===== config.mk =====
export PLATFORM = sky130hd
export DESIGN_NAME = ledmatrix_vram_writer
export DESIGN_NICKNAME = d
export VERILOG_FILES = /design/src/rtl/ledmatrix_pkg.sv /design/src/rtl/fill_rect_scanner.sv /design/src/rtl/ledmatrix_vram_writer.sv
export SDC_FILE = /design/constraint.sdc
export NUM_CORES = 1
export LEC_CHECK = 0
export CAP_MARGIN = 20
export CORE_MARGIN = 5
export CORE_UTILIZATION = 35
export CTS_CLUSTER_SIZE = 24
export DETAILED_ROUTE_END_ITERATION = 10
export PLACE_DENSITY = 0.74
export SLEW_MARGIN = 20
export SYNTH_ARGS = -nofsm -noshare
export SYNTH_HDL_FRONTEND = slang
export SYNTH_SLANG_ARGS = --single-unit

===== constraint.sdc =====
create_clock -name clk -period 1.7 [get_ports clk]
set_clock_uncertainty 0.2 [all_clocks]
set_input_delay 0.51 -clock clk [delete_from_list [all_inputs] [get_ports clk]]
set_output_delay 0.51 -clock clk [all_outputs]
set_load 0.01 [all_outputs]

===== src/rtl/ledmatrix_pkg.sv =====
// Shared geometry and address packing for the LED matrix VRAM path.
// The display driver uses the same pack_addr, so both sides agree on the layout.
package ledmatrix_pkg;

  localparam int COL_N        = 16;
  localparam int ROW_N        = 16;
  localparam int BITS_PER_COL = 4;
  localparam int COLOURS      = 3;

  localparam int DATA_W = BITS_PER_COL * COLOURS;
  localparam int COL_W  = $clog2(COL_N);
  localparam int ROW_W  = $clog2(ROW_N);
  localparam int ADD_W  = COL_W + ROW_W;

  typedef enum logic [0:0] {
    ST_IDLE = 1'b0,
    ST_RUN  = 1'b1
  } fill_state_t;

  // Row occupies the MSBs so a row-major scan gives ascending addresses.
  function automatic logic [ADD_W-1:0] pack_addr(input logic [ROW_W-1:0] row,
                                                 input logic [COL_W-1:0] col);
    return {row, col};
  endfunction

endpackage


===== src/rtl/fill_rect_scanner.sv =====
// Row-major x/y walker over an inclusive rectangle; flags the last pixel.
module fill_rect_scanner
  import ledmatrix_pkg::*;
(
  input  logic             clk,
  input  logic             rst,
  input  logic             load,
  input  logic             advance,
  input  logic [COL_W-1:0] x0,
  input  logic [COL_W-1:0] x1,
  input  logic [ROW_W-1:0] y0,
  input  logic [ROW_W-1:0] y1,
  output logic [COL_W-1:0] x,
  output logic [ROW_W-1:0] y,
  output logic             last
);

  logic [COL_W-1:0] x0_r;
  logic [COL_W-1:0] x1_r;
  logic [ROW_W-1:0] y1_r;
  logic [COL_W-1:0] x_r;
  logic [ROW_W-1:0] y_r;

  assign x    = x_r;
  assign y    = y_r;
  assign last = (x_r == x1_r) && (y_r == y1_r);

  // Bounds latch and scan position; end of row is tested before incrementing.
  always_ff @(posedge clk) begin
    if (rst) begin
      x0_r <= '0;
      x1_r <= '0;
      y1_r <= '0;
      x_r  <= '0;
      y_r  <= '0;
    end else if (load) begin
      x0_r <= x0;
      x1_r <= x1;
      y1_r <= y1;
      x_r  <= x0;
      y_r  <= y0;
    end else if (advance) begin
      if (x_r == x1_r) begin
        x_r <= x0_r;
        y_r <= y_r + ROW_W'(1);
      end else begin
        x_r <= x_r + COL_W'(1);
      end
    end
  end

endmodule


===== src/rtl/ledmatrix_vram_writer.sv =====
// VRAM write-port owner: host pixel writes have priority, the rectangle fill
// engine gets a slot after HOST_BURST consecutive host grants.
module ledmatrix_vram_writer
  import ledmatrix_pkg::*;
#(
  parameter int HOST_BURST = 4
) (
  input  logic              clk,
  input  logic              rst,
  input  logic              host_req,
  input  logic [ADD_W-1:0]  host_add,
  input  logic [DATA_W-1:0] host_data,
  output logic              host_ack,
  input  logic              fill_start,
  input  logic              fill_abort,
  input  logic [COL_W-1:0]  fill_x0,
  input  logic [COL_W-1:0]  fill_x1,
  input  logic [ROW_W-1:0]  fill_y0,
  input  logic [ROW_W-1:0]  fill_y1,
  input  logic [DATA_W-1:0] fill_data,
  output logic              fill_busy,
  output logic              fill_done,
  output logic [ADD_W-1:0]  wrAdd,
  output logic [DATA_W-1:0] ramIn,
  output logic              we
);

  localparam int BURST_W = $clog2(HOST_BURST + 1);

  fill_state_t        state_r;
  logic [BURST_W-1:0] burst_r;
  logic [DATA_W-1:0]  data_r;
  logic               run_s;
  logic               fill_grant_s;
  logic               load_s;
  logic [COL_W-1:0]   scan_x_s;
  logic [ROW_W-1:0]   scan_y_s;
  logic               scan_last_s;

  // The grant never looks at fill_* inputs, only at registered state.
  assign run_s        = (state_r == ST_RUN);
  assign host_ack     = host_req & ~(run_s & (burst_r == BURST_W'(HOST_BURST)));
  assign fill_grant_s = run_s & ~host_ack;
  assign load_s       = (state_r == ST_IDLE) & fill_start;

  fill_rect_scanner u_scanner (
    .clk     (clk),
    .rst     (rst),
    .load    (load_s),
    .advance (fill_grant_s),
    .x0      (fill_x0),
    .x1      (fill_x1),
    .y0      (fill_y0),
    .y1      (fill_y1),
    .x       (scan_x_s),
    .y       (scan_y_s),
    .last    (scan_last_s)
  );

  // Fill FSM, burst counter and the registered VRAM write port.
  always_ff @(posedge clk) begin
    if (rst) begin
      state_r   <= ST_IDLE;
      burst_r   <= '0;
      data_r    <= '0;
      fill_busy <= 1'b0;
      fill_done <= 1'b0;
      we        <= 1'b0;
      wrAdd     <= '0;
      ramIn     <= '0;
    end else begin
      we        <= host_ack | fill_grant_s;
      fill_done <= 1'b0;
      if (host_ack) begin
        wrAdd <= host_add;
        ramIn <= host_data;
      end else if (fill_grant_s) begin
        wrAdd <= pack_addr(scan_y_s, scan_x_s);
        ramIn <= data_r;
      end

      case (state_r)
        ST_IDLE: begin
          burst_r <= '0;
          if (fill_start) begin
            data_r <= fill_data;
            if ((fill_x0 <= fill_x1) && (fill_y0 <= fill_y1)) begin
              state_r   <= ST_RUN;
              fill_busy <= 1'b1;
            end else begin
              fill_done <= 1'b1;
            end
          end
        end
        ST_RUN: begin
          if (fill_grant_s) begin
            burst_r <= '0;
          end else if (host_ack) begin
            burst_r <= burst_r + BURST_W'(1);
          end
          // Completion wins over a simultaneous abort: the last pixel was written.
          if (fill_grant_s && scan_last_s) begin
            state_r   <= ST_IDLE;
            fill_busy <= 1'b0;
            fill_done <= 1'b1;
          end else if (fill_abort) begin
            state_r   <= ST_IDLE;
            fill_busy <= 1'b0;
          end
        end
        default: begin
          state_r   <= ST_IDLE;
          fill_busy <= 1'b0;
        end
      endcase
    end
  end

endmodule


==> run_results.csv <==
group,metric,value,unit
power_and_ir_drop,netSwitchingPower,1.054,mW
routing,post_drt_via_cell_ratio,4.865,
routing,detailed_router_s_first_iteration_violation_count,61,
setup_path,regToRegSetupSlack,0.04,ns
floorplanning,initial_utilization,35.75,%
floorplanning,number_of_cell_rows,32,
final_layout,layout.filler_cells,699,
setup_path,cp_cell_sequence,"inv_2 > ha_4 > nand3_2 > nand2_2 > inv_2 > buf_6",
routing,drt-total-wl,7.710,mm
global_routing,grt_pass1_wl,12.50,mm
placed_design,finalWeightedCongestion,0.8307,
placed_design,portBuffers,76,
timing,unrepaired_setup_endpoints_after_global_routing,"yes",
routing,remaining_drc_errors,0,
floorplanning,floorplan.core_area,7727,um2
final_layout,fin_util,54.49,%
logic_synthesis,synth_enable_flop_cells,0,
setup_path,crit_path_end_kind,"primary output",
setup_path,timing.critical_path.mode_cell,"inv_2",
timing,post-route-worst-setup-slack,-0.1703,ns
setup_path,timing.critical_path.required,0.99,ns
logic_synthesis,postSynth.asyncResetShare,0,%
final_layout,final_nets,483,
logic_synthesis,dominantRegCellSynth,"dfxtp_1",
global_routing,globalRouteMet1Util,19.31,%
floorplanning,die-area,9770,um2
floorplanning,chipWidth,98.85,um
power_and_ir_drop,p_clk_share,40.3,%
placed_design,number_of_cells_in_the_design_after_placement,504,
final_layout,final_cell_mix,"58 x nand2_1, 56 x dfxtp_1, 33 x clkdlybuf4s50_1, 29 x nor2_1, 28 x buf_4",
power_and_ir_drop,power_report.internal_total,2.935,mW
global_routing,grt.met2_usage,26.91,%
worst_hold_path,whs_path_depth,3,
worst_hold_path,min-delay-path-class,"in -> reg",
status,run_status,"complete, but fails checks",
status,failing_checks,"negative setup slack",
setup_path,r2r_end,"burst_r[0]",
setup_path,path_depth,6,
setup_path,critPathTopFamily,"flip-flops",
logic_synthesis,netlist_area,2763,um2
logic_synthesis,flops_latches_synth,59,
global_routing,pin_count_of_the_biggest_net_entering_global_routing,42,
final_layout,area_delta_synth_final,52.40,%
timing,slew_headroom,73.47,%
clock_network,worst_skew_pair.late_latency,0.34,ns
placed_design,post_dp_cell_area,3817,um2
setup_path,crit_arrival,1.16,ns
timing,final_worst_path_period_need,1.870,ns
setup_path,critical_path.reg2reg.startpoint,"burst_r[0]",
routing,routed_wire_length_per_instance,14.69,um
final_layout,final_layout_size_suffix_gt1_share,25.06,%
placed_design,post-place-ws,-0.7771,ns
routing,route.vias.total,2554,
timing,tightestPinTransition,0.3979,ns
power_and_ir_drop,cellPowerDensity,947.3,nW/um2
floorplanning,boundaryPins,77,
power_and_ir_drop,p_comb_share,20.7,%
power_and_ir_drop,leakage,1.695,nW
timing,achievable-frequency,534.7,MHz
worst_hold_path,timing.hold.worst_endpoint,"u_scanner.x1_r[2]",
global_routing,grt.busiest_layer,"met2",
routing,drt_pass1_iterations,4,
timing,final-max-slew-violation-count,0,
clock_network,tritoncts_num_sinks,59,
logic_synthesis,synth_nets,383,
setup_path,cp-start-kind,"flip-flop",
global_routing,grt_util_met3,3.255,%
global_routing,sum_of_overflow_across_all_layers_after_global_routing,0,
logic_synthesis,ys_warn_count,0,
worst_hold_path,hold_start,"fill_x1[2]",
run,max_cap_viol_count,0,
routing,ant_nets,0,
setup_path,timing.critical_path.buf_inv,3,
setup_path,r2r.worst_path.cells,7,
setup_path,critical_path_peak_fanout,2,
logic_synthesis,postSynthAreaPerCell,8.688,um2
timing,finalSetupViolCount,1,
final_layout,leading_cell_type_in_the_layout_fill_and_taps_excluded,"nand2_1",
setup_path,worstSetupPathType,"reg -> out",
setup_path,worstSetupStartpoint,"burst_r[0]",
clock_network,cts_root_buffer,"clkbuf_8",
final_layout,antenna_cells,0,
clock_network,cts_tree,"done",
global_routing,antenna_violations_before_repair,0,
timing,tns,-0.1703,ns
power_and_ir_drop,power.sequential.fraction,38.9,%
power_and_ir_drop,max-vdd-ir-drop,0.4949,mV
final_layout,fin_cells,525,
logic_synthesis,synthDistinctLibCells,38,
clock_network,cts-htree-levels,3,
setup_path,critical_path.slowest_cell,"dfxtp_2",
power_and_ir_drop,switching_share,26.42,%
global_routing,first_global_vias,2654,
timing,final_worst_path_cycle_share,110.0,%
final_layout,stdcell_area,4210,um2
clock_network,clkSlewWorstSetupHoldPaths,0.07,ns
placed_design,hpwl,5.322,mm
logic_synthesis,synthCells,318,
floorplanning,die_h,98.85,um
clock_network,cts_max_path_buffers,2,
setup_path,worst_path_largest_cell_delay,0.33,ns
global_routing,globalRouteTotalUtil,15.91,%
clock_network,clock_buffers_created_by_tritoncts,9,
timing,final_hold_viol_count,0,
logic_synthesis,synth-seq-area-share,42.75,%
==> layout make-up <==
cell class	instances	area (um2)	share of cell area (%)
multi-input combinational	225	1608	38.19
sequential	59	1185	28.14
timing repair buffer	109	984.7	23.39
clock buffer	10	137.6	3.269
tap	102	127.6	3.031
clock inverter	6	112.6	2.675
inverter	14	55.05	1.308
==> synth_stat cells (2+ instances only) <==
| master | count | area (um2) |
|---|---|---|
| nor2_1 | 30 | 112.6 |
| mux2i_1 | 20 | 200.2 |
| dfxtp_1 | 59 | 1181 |
| nor2b_1 | 2 | 12.51 |
| buf_2 | 7 | 35.03 |
| a211oi_1 | 23 | 172.7 |
| xor2_1 | 6 | 52.55 |
| a31oi_1 | 4 | 25.02 |
| a21oi_1 | 26 | 130.1 |
| ha_1 | 12 | 150.1 |
| nand3_1 | 6 | 30.03 |
| nand2b_1 | 3 | 18.77 |
| buf_1 | 3 | 11.26 |
| inv_1 | 14 | 52.55 |
| clkbuf_1 | 10 | 37.54 |
| xnor2_2 | 4 | 65.06 |
| o21ai_0 | 2 | 10.01 |
| nand2_1 | 61 | 229.0 |
| xnor2_1 | 4 | 35.03 |
| o211ai_1 | 4 | 30.03 |
==> how the worst max path moves through the flow <==
stage	end	slack, ns
final	host_ack	-0.17
after global routing	host_ack	-0.25
after CTS	host_ack	-0.25
after detailed placement	fill_busy	-0.78
after global placement	host_ack	-0.76
after floorplan	fill_busy	-0.09
==> power by group through the flow <==
stage	clock, mW	combinational [mW]	sequential [mW]
floorplan	0	0.389	1.60
global placement	0	0.770	1.58
detailed placement	0	0.787	1.58
CTS	1.63	0.792	1.55
global route	1.69	0.905	1.57
finish	1.61	0.827	1.55
==> sequential cells by signal, summed over array words and instances (netlist names), 3 cells and up <==
name and count:
burst_r 3, u_scanner.y1_r 4, data_r 12, u_scanner.y 4, u_scanner.x 4, u_scanner.x1_r 4
ramIn 12, u_scanner.x0_r 4, wrAdd 8
==> layer usage <==
| metal | part of all wire (%) | up-vias |
|---|---|---|
| met5 | 0 | - |
| met4 | 1.5 | 0 |
| met3 | 4.4 | 12 |
| met2 | 51 | 63 |
| met1 | 43 | 1188 |
| li1 | - | 1291 |
==> through the flow <==
step / total power, mW / hold slack [ns]
after global placement: 2.348 / 0.2425
after floorplan: 1.984 / 0.2173
final: 3.989 / 0.2203
after global routing: 4.158 / 0.2288
after CTS: 3.973 / 0.2269
after detailed placement: 2.369 / 0.2493
==> worst register-to-register path, cell delays in order (launching register included) <==
cell	delay, ns
dfxtp_2	0.34
inv_2	0.04
ha_4	0.15
nand3_2	0.05
nand2_2	0.08
buf_4	0.27
or2_2	0.37
nor2_1	0.10
==> cells by family after synthesis <==
group / Yosys count / share of synthesized area (%)
buf+inv: 34 / 4.937
flops: 59 / 42.75
xor+xnor: 14 / 5.525
compound gates: 69 / 16.76
mux: 21 / 7.654
fa+ha+maj: 12 / 5.435
simple gates: 109 / 16.94
==> timing repair <==
| action | CTS | global route |
|---|---|---|
| pin swaps | 15 | 13 |
| setup endpoints to repair | 77 | 46 |
| gates resized for setup | 84 | 45 |
| buffers inserted | 2 | 4 |
| hold buffers | 0 | 0 |
| endpoints found under the hold margin | 0 | 0 |
Note: power is estimated with default switching activity, not from simulation.
